$ cat src/rtl/keypad_scanner.sv
// keypad_scanner: 4x3 matrix keypad scan, debounce and one-hot digit output.
// Define KEYPAD_REPEAT_EN to re-strobe key_valid while a key stays held.
module keypad_scanner #(
  parameter int DEBOUNCE_MS      = 20,
  parameter int REPEAT_DELAY_MS  = 500,
  parameter int REPEAT_PERIOD_MS = 100
) (
  input  logic       clk,
  input  logic       rst,
  input  logic [3:0] row_n,
  output logic [2:0] col_n,
  output logic [9:0] keypad,
  output logic [3:0] key_code,
  output logic       key_star,
  output logic       key_hash,
  output logic       key_valid
);
  typedef enum logic [1:0] {SCAN, DEBOUNCE, PRESSED, RELEASE} state_t;
  localparam logic [7:0] DB = 8'(DEBOUNCE_MS);
  if (DEBOUNCE_MS < 2 || DEBOUNCE_MS > 255 || REPEAT_DELAY_MS < 1 || REPEAT_PERIOD_MS < 1) begin : g_bad_cfg
    $error("keypad_scanner: parameter out of range");
  end
  state_t     r_state, w_state;
  logic [3:0] r_sync1, r_sync2, r_pat, w_pat, r_code, w_code, w_cand, w_low;
  logic [1:0] r_col, w_col, r_slot, w_slot, w_next_col, w_ridx;
  logic [7:0] r_cnt, w_cnt;
  logic       w_one, w_valid, w_load, w_clear, w_strobe;
  assign col_n      = ~(3'b001 << r_col);
  assign w_low      = ~r_sync2;
  assign w_one      = (w_low != 4'd0) && ((w_low & (w_low - 4'd1)) == 4'd0);
  assign w_ridx     = w_low[0] ? 2'd0 : w_low[1] ? 2'd1 : w_low[2] ? 2'd2 : 2'd3;
  assign w_next_col = (r_col == 2'd2) ? 2'd0 : r_col + 2'd1;
  // bottom row is * 0 #, the other rows count 1..9 left to right
  assign w_cand = (w_ridx == 2'd3) ? (r_col == 2'd0 ? 4'd10 : r_col == 2'd1 ? 4'd0 : 4'd11)
                                   : {2'b0, w_ridx} * 4'd3 + {2'b0, r_col} + 4'd1;
  always_comb begin
    w_state = r_state;
    w_col   = r_col;
    w_slot  = r_slot;
    w_cnt   = r_cnt;
    w_pat   = r_pat;
    w_code  = r_code;
    w_valid = 1'b0;
    w_load  = 1'b0;
    w_clear = 1'b0;
    case (r_state)
      SCAN: begin
        w_slot = r_slot + 2'd1;
        if (r_slot == 2'd3 && w_one) begin
          w_state = DEBOUNCE;
          w_cnt   = 8'd1;
          w_pat   = r_sync2;
          w_code  = w_cand;
        end else if (r_slot == 2'd3) w_col = w_next_col;
      end
      DEBOUNCE:
        if (r_sync2 != r_pat) begin
          w_state = SCAN;
          w_col   = w_next_col;
          w_slot  = 2'd0;
          w_cnt   = 8'd0;
        end else if (r_cnt + 8'd1 >= DB) begin
          w_state = PRESSED;
          w_cnt   = DB;
          w_valid = 1'b1;
          w_load  = 1'b1;
        end else w_cnt = r_cnt + 8'd1;
      PRESSED:
        if (r_sync2 != r_pat) begin
          w_state = RELEASE;
          w_cnt   = 8'd1;
        end
      RELEASE:
        if (r_sync2 == r_pat) w_state = PRESSED;
        else if (&r_sync2 && r_cnt + 8'd1 >= DB) begin
          w_state = SCAN;
          w_col   = 2'd0;
          w_slot  = 2'd0;
          w_cnt   = 8'd0;
          w_clear = 1'b1;
        end else w_cnt = &r_sync2 ? r_cnt + 8'd1 : 8'd0;
    endcase
  end
`ifdef KEYPAD_REPEAT_EN
  localparam logic [15:0] RD = 16'(REPEAT_DELAY_MS);
  localparam logic [15:0] RP = 16'(REPEAT_PERIOD_MS);
  logic [15:0] r_hold, w_hold;
  logic        r_rep, w_rep, w_repeat;
  always_comb begin
    w_hold   = r_hold;
    w_rep    = r_rep;
    w_repeat = 1'b0;
    if (r_state == SCAN || r_state == DEBOUNCE) begin
      w_hold = 16'd0;
      w_rep  = 1'b0;
    end else if (r_state == PRESSED && r_sync2 == r_pat) begin
      w_repeat = (r_hold + 16'd1 >= (r_rep ? RP : RD));
      w_hold   = w_repeat ? 16'd0 : r_hold + 16'd1;
      w_rep    = r_rep | w_repeat;
    end
  end
  always_ff @(posedge clk or posedge rst)
    if (rst) begin
      r_hold <= 16'd0;
      r_rep  <= 1'b0;
    end else begin
      r_hold <= w_hold;
      r_rep  <= w_rep;
    end
  assign w_strobe = w_valid | w_repeat;
`else
  assign w_strobe = w_valid;
`endif
  always_ff @(posedge clk or posedge rst)
    if (rst) begin
      r_state   <= SCAN;
      r_sync1   <= 4'hF;
      r_sync2   <= 4'hF;
      r_col     <= 2'd0;
      r_slot    <= 2'd0;
      r_cnt     <= 8'd0;
      r_pat     <= 4'hF;
      r_code    <= 4'd0;
      keypad    <= 10'd0;
      key_code  <= 4'd0;
      key_star  <= 1'b0;
      key_hash  <= 1'b0;
      key_valid <= 1'b0;
    end else begin
      r_sync1   <= row_n;
      r_sync2   <= r_sync1;
      r_state   <= w_state;
      r_col     <= w_col;
      r_slot    <= w_slot;
      r_cnt     <= w_cnt;
      r_pat     <= w_pat;
      r_code    <= w_code;
      key_valid <= w_strobe;
      if (w_load) begin
        keypad   <= (r_code < 4'd10) ? 10'd1 << r_code : 10'd0;
        key_code <= r_code;
        key_star <= (r_code == 4'd10);
        key_hash <= (r_code == 4'd11);
      end else if (w_clear) begin
        keypad   <= 10'd0;
        key_code <= 4'd0;
        key_star <= 1'b0;
        key_hash <= 1'b0;
      end
    end
endmodule

$ cat config.mk
export PLATFORM = sky130hd
export DESIGN_NAME = keypad_scanner
export DESIGN_NICKNAME = d
export VERILOG_FILES = /design/src/rtl/keypad_scanner.sv
export SDC_FILE = /design/constraint.sdc
export NUM_CORES = 1
export LEC_CHECK = 0
export ABC_AREA = 0
export BUFFER_PORTS_ARGS = -buffer_cell sky130_fd_sc_hd__buf_2
export CORE_MARGIN = 2
export CORE_UTILIZATION = 52
export DETAILED_ROUTE_END_ITERATION = 8
export PLACE_DENSITY = 0.72
export SKIP_LAST_GASP = 1
export SLEW_MARGIN = 20
export SYNTH_ARGS = -nofsm -noshare
export SYNTH_HDL_FRONTEND = slang
export SYNTH_SLANG_ARGS = --single-unit
$ cat constraint.sdc
create_clock -name clk -period 4.2 [get_ports clk]
set_input_delay 0 -clock clk [delete_from_list [all_inputs] [get_ports clk]]
set_output_delay 0 -clock clk [all_outputs]
set_load 0.03 [all_outputs]
# Word-level counts from Yosys, hierarchy flattened
# Index checks and enable logic that the tools add are counted.
# W data, S select, Z words.
# totals
output_inout_bits	20
reg_bits	47
word_cells	105
in_bits	6
# classes
n_reduce_logical	15
muxes	43
mul	1
n_bitwise	3
n_shift	2
order_cmp	2
addsub	6
n_eq_ne	20
# op_table
cell	n
$mux W8	7
$pmux W8 S4	1
$mux W10	3
$mux W2	14
$mux W4	5
$ne A2 B2 Y1 const B	7
$pmux W2 S3	2
$reduce_and A4 Y1	3
$eq A2 B2 Y1 const B	5
$mux W1	10
$shl A1 B4 Y10 const A	1
$add A8 B1 Y8 const B	1
$eq A4 B4 Y1 const B	2
$ge A8 B5 Y1 const B	1
$pmux W2 S4	1
$ne A3 B3 Y1 const B	2
$reduce_and A6 Y1	1
$add A2 B1 Y2 const B	2
$add A4 B1 Y4 const B	1
$add A4 B2 Y4	1
$and A4 B4 Y4	1
$eq A2 B1 Y1 const B	2
$eq A4 B4 Y1	1
$logic_not A2 Y1	2
14 further kinds	16

# Logic depth before layout (Yosys ltp)
# Gate-level depths: netlist of run 1.
# depth
depth_word	8
ltp_mapped	9

# Worst setup path after synthesis of run 1
# No wires, ideal clock.
# synth_timing
path_type	reg-to-reg
from	register r_sync2[0]
to	register r_code[3]
required_ns	4.065
synth_period_minus_slack_ns	2.443
setup_slack_ns	1.757
path_buffers	1
path_stages_with_launch	9
arrival_ns	2.307
path_cell_list	dfstp_2 -> clkbuf_1 -> a21boi_0 -> fa_1 -> ha_1 -> a21oi_1 -> nor2b_1 -> o31ai_1 -> o21ai_0
# synth_via
elab_chain_cells	7
word_cells_on_any_way	14
# synth_lines
item	line	rtl
from (decl)	24	logic [3:0] r_sync1, r_sync2, r_pat, w_pat, r_code, w_code, w_cand, w_low;
from (signal assigned)	131	r_sync2 <= r_sync1;
$not A4 Y4 (*)	29	assign w_low = ~r_sync2;
branches (longest 6 deep; another with $mul A2 B2 Y4)	n/a	
to (signal assigned)	137	r_code <= w_code;
to (decl)	24	
# Every way passes the cells marked *.
# A chain may end at the register's enable or synchronous reset.

# Final worst setup path of run 1
# layout_timing
from	register r_cnt[0]
to	register key_code[1]
# layout_via
elab_chain_cells	7
word_cells_on_any_way	11
# layout_lines
item	line	rtl
from (decl)	26	logic [7:0] r_cnt, w_cnt;
from (signal assigned)	135	r_cnt <= w_cnt;
$add A8 B1 Y8 (*)	62, 75	
$ge A8 B5 Y1 (*)	62, 75	
$logic_and A1 B1 Y1	75	else if (&r_sync2 && r_cnt + 8'd1 >= DB) begin
$mux W1	75	
$mux W1	74	if (r_sync2 == r_pat) w_state = PRESSED;
$mux W1	46	case (r_state)
$reduce_bool A2 Y1 (no line)	n/a	
to (signal assigned)	141	key_code <= r_code;
to (decl)	13	output logic [3:0] key_code,
# Every way passes the cells marked *; elsewhere a longest branch is shown, timed or not.

==> results of run 1 <==
## cells by family (layout without fill, tap and decap cells)
family                   after synthesis  count (layout)  share of synthesized area [%]
AND/OR/NAND/NOR                       65              65                           14.8
AO/OA/AOI/OAI                         58              58                           18.8
flip-flops                            47              47                           50.5
buffers and inverters                 18              47                           4.14
adder cells (fa/ha/maj)                9               9                           5.41
XOR/XNOR                               9               9                           3.66
multiplexers                           6               6                           2.70
## metrics by stage
| stage | cells | cell area, sq um | utilization, % | hold slack, ns | power [mW] |
|---|---|---|---|---|---|
| CTS | 293 | 2650 | 60.9 | 0.327 | 1.37 |
| floorplan | 212 | 2360 | - | 0.00448 | 0.934 |
| detailed placement | 280 | 2490 | 57.2 | 0.106 | 1.04 |
| global route | 293 | 2650 | 60.9 | 0.332 | 1.46 |
| finish | 293 | 2650 | 60.9 | 0.335 | 1.36 |
| global placement | 280 | 2490 | 57.2 | 0.105 | 1.02 |
## cell type report
class,count,area share (%)
Sequential cell,47,44.9
Multi-Input combinational cell,147,40.4
Timing Repair Buffer,31,6.88
Clock buffer,5,2.59
Tap cell,52,2.45
Clock inverter,3,1.65
Inverter,8,1.18
## where the power goes
part,switching (mW),leakage [nW],internal (mW),total [mW]
Clock,0.153,0.0581,0.177,0.330
Combinational,0.242,0.555,0.158,0.400
Sequential,0.0926,0.601,0.540,0.632
Total,0.487,1.21,0.875,1.36
## per-layer routing
layer	global-route usage (%)	vias to the layer above	routed length (um)
met5	0	-	0
met4	6.29	0	66
met3	4.22	8	211
met2	26.7	41	1910
met1	24.9	798	2040
li1	-	825	-
## flip-flops by register name (all words and copies together) (netlist names), 2 cells and up, named ones only
name	count
r_col	2
r_cnt	8
r_sync2	4
r_code	4
keypad	10
r_sync1	4
key_code	4
r_slot	2
r_pat	4
## worst max-delay path: stages, from the launching register on
cell      delay [ns]
dfrtp_1         0.48
ha_1            0.31
nand3_1         0.11
nor2_1          0.05
or3_1           0.30
a221oi_1        0.26
buf_4           0.23
nand2b_1        0.52
a22o_2          0.25
## synth_stat cells, types with 3 or more instances
| cell | n | share of area, % |
|---|---|---|
| a22o_2 | 3 | 1.3 |
| xnor2_1 | 4 | 1.5 |
| nor2b_1 | 6 | 1.6 |
| ha_1 | 7 | 3.7 |
| a32o_1 | 14 | 5.9 |
| nand2_1 | 21 | 3.3 |
| nand3_1 | 10 | 2.1 |
| mux2_2 | 3 | 1.4 |
| inv_1 | 8 | 1.3 |
| a21oi_1 | 7 | 1.5 |
| nor2_1 | 11 | 1.7 |
| clkbuf_1 | 4 | 0.64 |
| dfstp_2 | 12 | 13 |
| xor2_1 | 4 | 1.5 |
| mux2i_1 | 3 | 1.3 |
| dfrtp_1 | 35 | 37 |
| and2_1 | 7 | 1.9 |
| o31ai_1 | 3 | 0.95 |
| o21ai_0 | 12 | 2.5 |
## repair_timing
action	4_1_cts	5_1_grt
hold buffers	5	0
hold endpoints to repair	39	0
gates resized for setup	0	0
## path summary, 6_finish.rpt
kind | start | end | slack [ns] | cells after the start
min | row_n[0] | r_sync1[0] | 0.34 | 2
min reg2reg | r_sync1[1] | r_sync2[1] | 0.36 | 0
min in group asynchronous | rst | r_cnt[2] | 0.36 | 3
max in group asynchronous | rst | r_col[0] | 3.36 | 3
max reg2reg | r_cnt[0] | key_code[1] | 1.64 | 8
max | r_cnt[0] | key_code[1] | 1.64 | 8
==> flow_metrics.env, run 1 <==
export IMPL_layout_common_cells="dfrtp_1 (35), buf_2 (25), nand2_1 (21)"
export IMPL_clock_fmax_mhz=391
export IMPL_synthDistinctLibCells=48
export IMPL_hold_viol=0
export IMPL_synth_seq_cells=47
export IMPL_post_route_period_util_pct=61.0
export IMPL_synth_edf_count=0
export IMPL_htree_levels=2
export IMPL_synth_main_ff_cell="dfrtp_1"
export IMPL_p_per_area_mw_per_mm2=513
export IMPL_wl_mm=4.22
export IMPL_dpl_hpwl_mm=2.87
export IMPL_multiInputGateArea_sq_mm=0.00107
export IMPL_worst_slack_ns=1.64
export IMPL_initial_utilization_pct=54.2
export IMPL_cp_data_required_time_ns=4.44
export IMPL_synthesis_nets=227
export IMPL_die_area_sq_mm=0.00509
export IMPL_worstPathArrival_ns=2.80
export IMPL_antennaDiodeCount=0
export IMPL_slew_viol_final=0
export IMPL_cts_root_buf="clkbuf_8"
export IMPL_grt_pass1_wl_mm=7.04
export IMPL_cts_max_path_buffers=2
export IMPL_drt_initial_drc_count=136
export IMPL_drive_gt1_share_pct=24.9
export IMPL_synthesis_area_sq_mm=0.00236
export IMPL_gp_congestion=0.850
export IMPL_hold_class="input port to flip-flop"
export IMPL_p_leak_nw=1.21
export IMPL_viasPerCell=5.71
export IMPL_finalSetupTns_ns=0
export IMPL_period_minus_slack_ns=2.56
export IMPL_routedWlPerCell_um=14.4
export IMPL_antenna_found_initial=0
export IMPL_firstDrtPassIters=4
export IMPL_async_reset_ff_share_pct=100
export IMPL_avgSynthCellArea_sq_um=11.1
export IMPL_syn_to_final_growth_pct=12.5
export IMPL_layout_commonest_cell="dfrtp_1"
export IMPL_fin_skew_ns=0.00978
export IMPL_cp_end_kind="flip-flop"
export IMPL_path_class="flip-flop to flip-flop"
export IMPL_vias=1672
export IMPL_vdd_ir_drop_max_uv=345
export IMPL_fp_dieH_um=71.4
export IMPL_cts_tree="built"
export IMPL_regArea_sq_mm=0.00119
export IMPL_tightestPinTransition_ns=0.782
export IMPL_setup_viol=0
export IMPL_status="finished, final reports clean"
export IMPL_cp_start_kind="flip-flop"
export IMPL_n_fill_cell=370
export IMPL_overflow=0
export IMPL_max_cap_violations=0
export IMPL_cts_inserted_buffers=5
export IMPL_final_nets=255
export IMPL_rsz0062_at_grt="no"
export IMPL_postSynthCellCount=212
export IMPL_crit_fanout=16
export IMPL_grt_max_degree=48
export IMPL_antenna_left=0
export IMPL_grt_pass1_vias=1511
export IMPL_ioPinCount=26
export IMPL_relSlewSlack_pct=47.8
export IMPL_pre_cts_slack_ns=1.67
export IMPL_port_buffers=25
export IMPL_core_area_sq_mm=0.00435
export IMPL_drc_errors=0
export IMPL_die_w_um=71.4
export IMPL_clk_latency_ns=0.30
export IMPL_cts_sinks=47
export IMPL_rows=24
export IMPL_clk_pin_slew_ns=0.09
export IMPL_seq_area_frac_synth_pct=50.5
export IMPL_ys_warnings_count=0
export IMPL_grt_usage_pct=17.6
export IMPL_cts_setup_buffers=0
Note: power is estimated with default switching activity, not from simulation.
==> run 2: changes to the inputs <==
Settings changed: PLACE_DENSITY 0.72 to 0.75.
Clock period 4.2 ns to 2.1 ns, I/O delays scaled along.
==> flow_metrics.env, run 2 (synthesis results as in run 1) <==
export IMPL_cts_max_path_buffers=2
export IMPL_relSlewSlack_pct=75.3
export IMPL_worstRegToRegCells=10
export IMPL_routedWlPerCell_um=15.2
export IMPL_reg2reg_from="r_cnt[1]"
export IMPL_cp_end_kind="flip-flop"
export IMPL_vdd_ir_drop_max_uv=608
export IMPL_ioPinCount=26
export IMPL_layout_commonest_cell="dfrtp_1"
export IMPL_path_class="flip-flop to flip-flop"
export IMPL_layout_common_cells="dfrtp_1 (33), buf_2 (26), buf_4 (24)"
export IMPL_die_area_sq_mm=0.00509
export IMPL_largestRegisters="keypad: 10 flops, r_cnt: 8 flops"
export IMPL_core_area_sq_mm=0.00435
export IMPL_cp_slowest_stage_delay_ns=0.47
export IMPL_hold_viol=0
export IMPL_clk_pin_slew_ns=0.10
export IMPL_clock_fmax_mhz=467
export IMPL_switchingPower_mw=1.06
export IMPL_clk_latency_ns=0.32
export IMPL_violations="setup timing"
export IMPL_switching_share_pct=37.7
export IMPL_port_buffers=25
export IMPL_die_w_um=71.4
export IMPL_firstDrtPassIters=4
export IMPL_cts_tree="built"
export IMPL_grt_pass1_wl_mm=7.96
export IMPL_max_cap_violations=0
export IMPL_worst_slack_ns=-0.0429
export IMPL_cp_data_required_time_ns=2.31
export IMPL_rows=24
export IMPL_p_clk_share_pct=20.8
export IMPL_grt_usage_pct=19.7
export IMPL_drc_errors=0
export IMPL_reg2reg_setup_slack_ns=-0.04
export IMPL_timing_hold_ws_ns=0.186
export IMPL_cell_internal_pwr_mw=1.75
export IMPL_fin_util_pct=68.9
export IMPL_rsz0062_at_grt="yes"
export IMPL_setup_viol=2
export IMPL_n_fill_cell=305
export IMPL_drt_initial_drc_count=109
export IMPL_viasPerCell=5.70
export IMPL_p_leak_nw=1.38
export IMPL_slew_viol_final=0
export IMPL_worstPathArrival_ns=2.35
export IMPL_p_per_area_mw_per_mm2=936
export IMPL_cts_root_buf="clkbuf_8"
export IMPL_antenna_left=0
export IMPL_fp_dieH_um=71.4
export IMPL_wl_mm=4.89
export IMPL_gp_congestion=0.854
export IMPL_crit_path_top_delay_cell="dfrtp_2"
export IMPL_crit_fanout=8
export IMPL_drive_gt1_share_pct=39.3
export IMPL_dpl_hpwl_mm=3.32
export IMPL_vias=1836
export IMPL_p_comb_share_pct=34.1
export IMPL_path_cells="ha_4 > nand3_2 > nor2_2 > or3_1 > a221oi_2 > buf_4 > nor3_4 > buf_6 > o21bai_1 > a21o_1"
export IMPL_antenna_found_initial=0
export IMPL_final_nets=284
export IMPL_period_minus_slack_ns=2.14
export IMPL_cp_start_kind="flip-flop"
export IMPL_tightestPinTransition_ns=0.370
export IMPL_worst_r2r_endpoint="r_cnt[2]"
export IMPL_fin_skew_ns=0.0139
export IMPL_p_total_mw=2.81
export IMPL_status="finished, violations left"
export IMPL_syn_to_final_growth_pct=27.1
export IMPL_regMostFlops="keypad"
export IMPL_htree_levels=2
export IMPL_grt_max_degree=19
export IMPL_largest_reg_flops=10
export IMPL_post_route_period_util_pct=102
export IMPL_hold_class="input port to async pin"
export IMPL_overflow=0
export IMPL_cts_inserted_buffers=5
export IMPL_cts_sinks=47
export IMPL_initial_utilization_pct=54.2
export IMPL_p_seq_share_pct=45.2
export IMPL_grt_pass1_vias=1868
export IMPL_antennaDiodeCount=0
-- run 2: changes by cell type in the layout (fill, tap and decap cells not counted), sizes merged --
cell,previous run,this run
buf,26,54
bufinv,1,0
clkbuf,5,6
clkinv,3,0
clkinvlp,0,1
inv,7,10
-- run 2: power groups by stage --
stage	logic [mW]	clock network (mW)	registers (mW)
final	0.956	0.583	1.27
after global routing	1.08	0.633	1.29
after CTS	0.906	0.601	1.25
after detailed placement	0.882	0	1.26
after global placement	0.853	0	1.25
after floorplan	0.661	0	1.21
-- run 2: final cells by class --
cell class	count	area, sq um	share of cell area (%)
Clock inverter	3	27.5	0.918
Inverter	8	30.0	1.00
Clock buffer	5	68.8	2.29
Tap cell	52	65.1	2.17
Timing Repair Buffer	60	439	14.6
Multi-Input combinational cell	147	1170	39.2
Sequential cell	47	1190	39.8
-- run 2: critical path: cells and delay by family, from the launching register on --
kind                       cells  cell delay, ns
AOI/OAI and AO/OA              3            0.55
adders and majority gates      1            0.19
buffers and inverters          2            0.34
DFF                            1            0.47
and+or+nand+nor                4            0.50
-- run 2: through the flow --
step,instance area (sq um),std cells,worst slack (ns),setup TNS [ns]
floorplan,2400,212,-0.0259,-0.164
global placement,2690,302,-0.0174,-0.0216
detailed placement,2690,302,-0.0713,-0.283
CTS,2870,317,-0.0345,-0.0630
global route,3000,322,-0.153,-1.53
finish,3000,322,-0.0429,-0.0441
-- run 2: worst max-delay path by stage --
stage / startpoint / cells past startpoint / slack (ns) / end
after floorplan: r_sync2[0] / 8 / -0.03 / r_code[3]
after global placement: r_cnt[1] / 10 / -0.02 / r_cnt[2]
after detailed placement: r_cnt[0] / 10 / -0.07 / r_cnt[2]
after CTS: r_cnt[0] / 10 / -0.03 / r_cnt[2]
after global routing: r_cnt[0] / 10 / -0.15 / r_cnt[2]
final: r_cnt[1] / 10 / -0.04 / r_cnt[2]
-- run 2: layer usage --
layer	global-route usage, %	vias to the layer above	share of wire (%)
met5	0	-	0
met4	6.92	0	1.5
met3	5.06	7	4.3
met2	32.4	40	49
met1	25.4	912	46
li1	-	877	-
-- run 2: what timing repair did --
action,4_1_cts,5_1_grt
buffers inserted,2,3
resized for setup,6,18
endpoints found under the hold margin,19,0
endpoints found under the setup margin,18,26
gates cloned,0,2
pin swaps,5,10
hold buffers,5,0
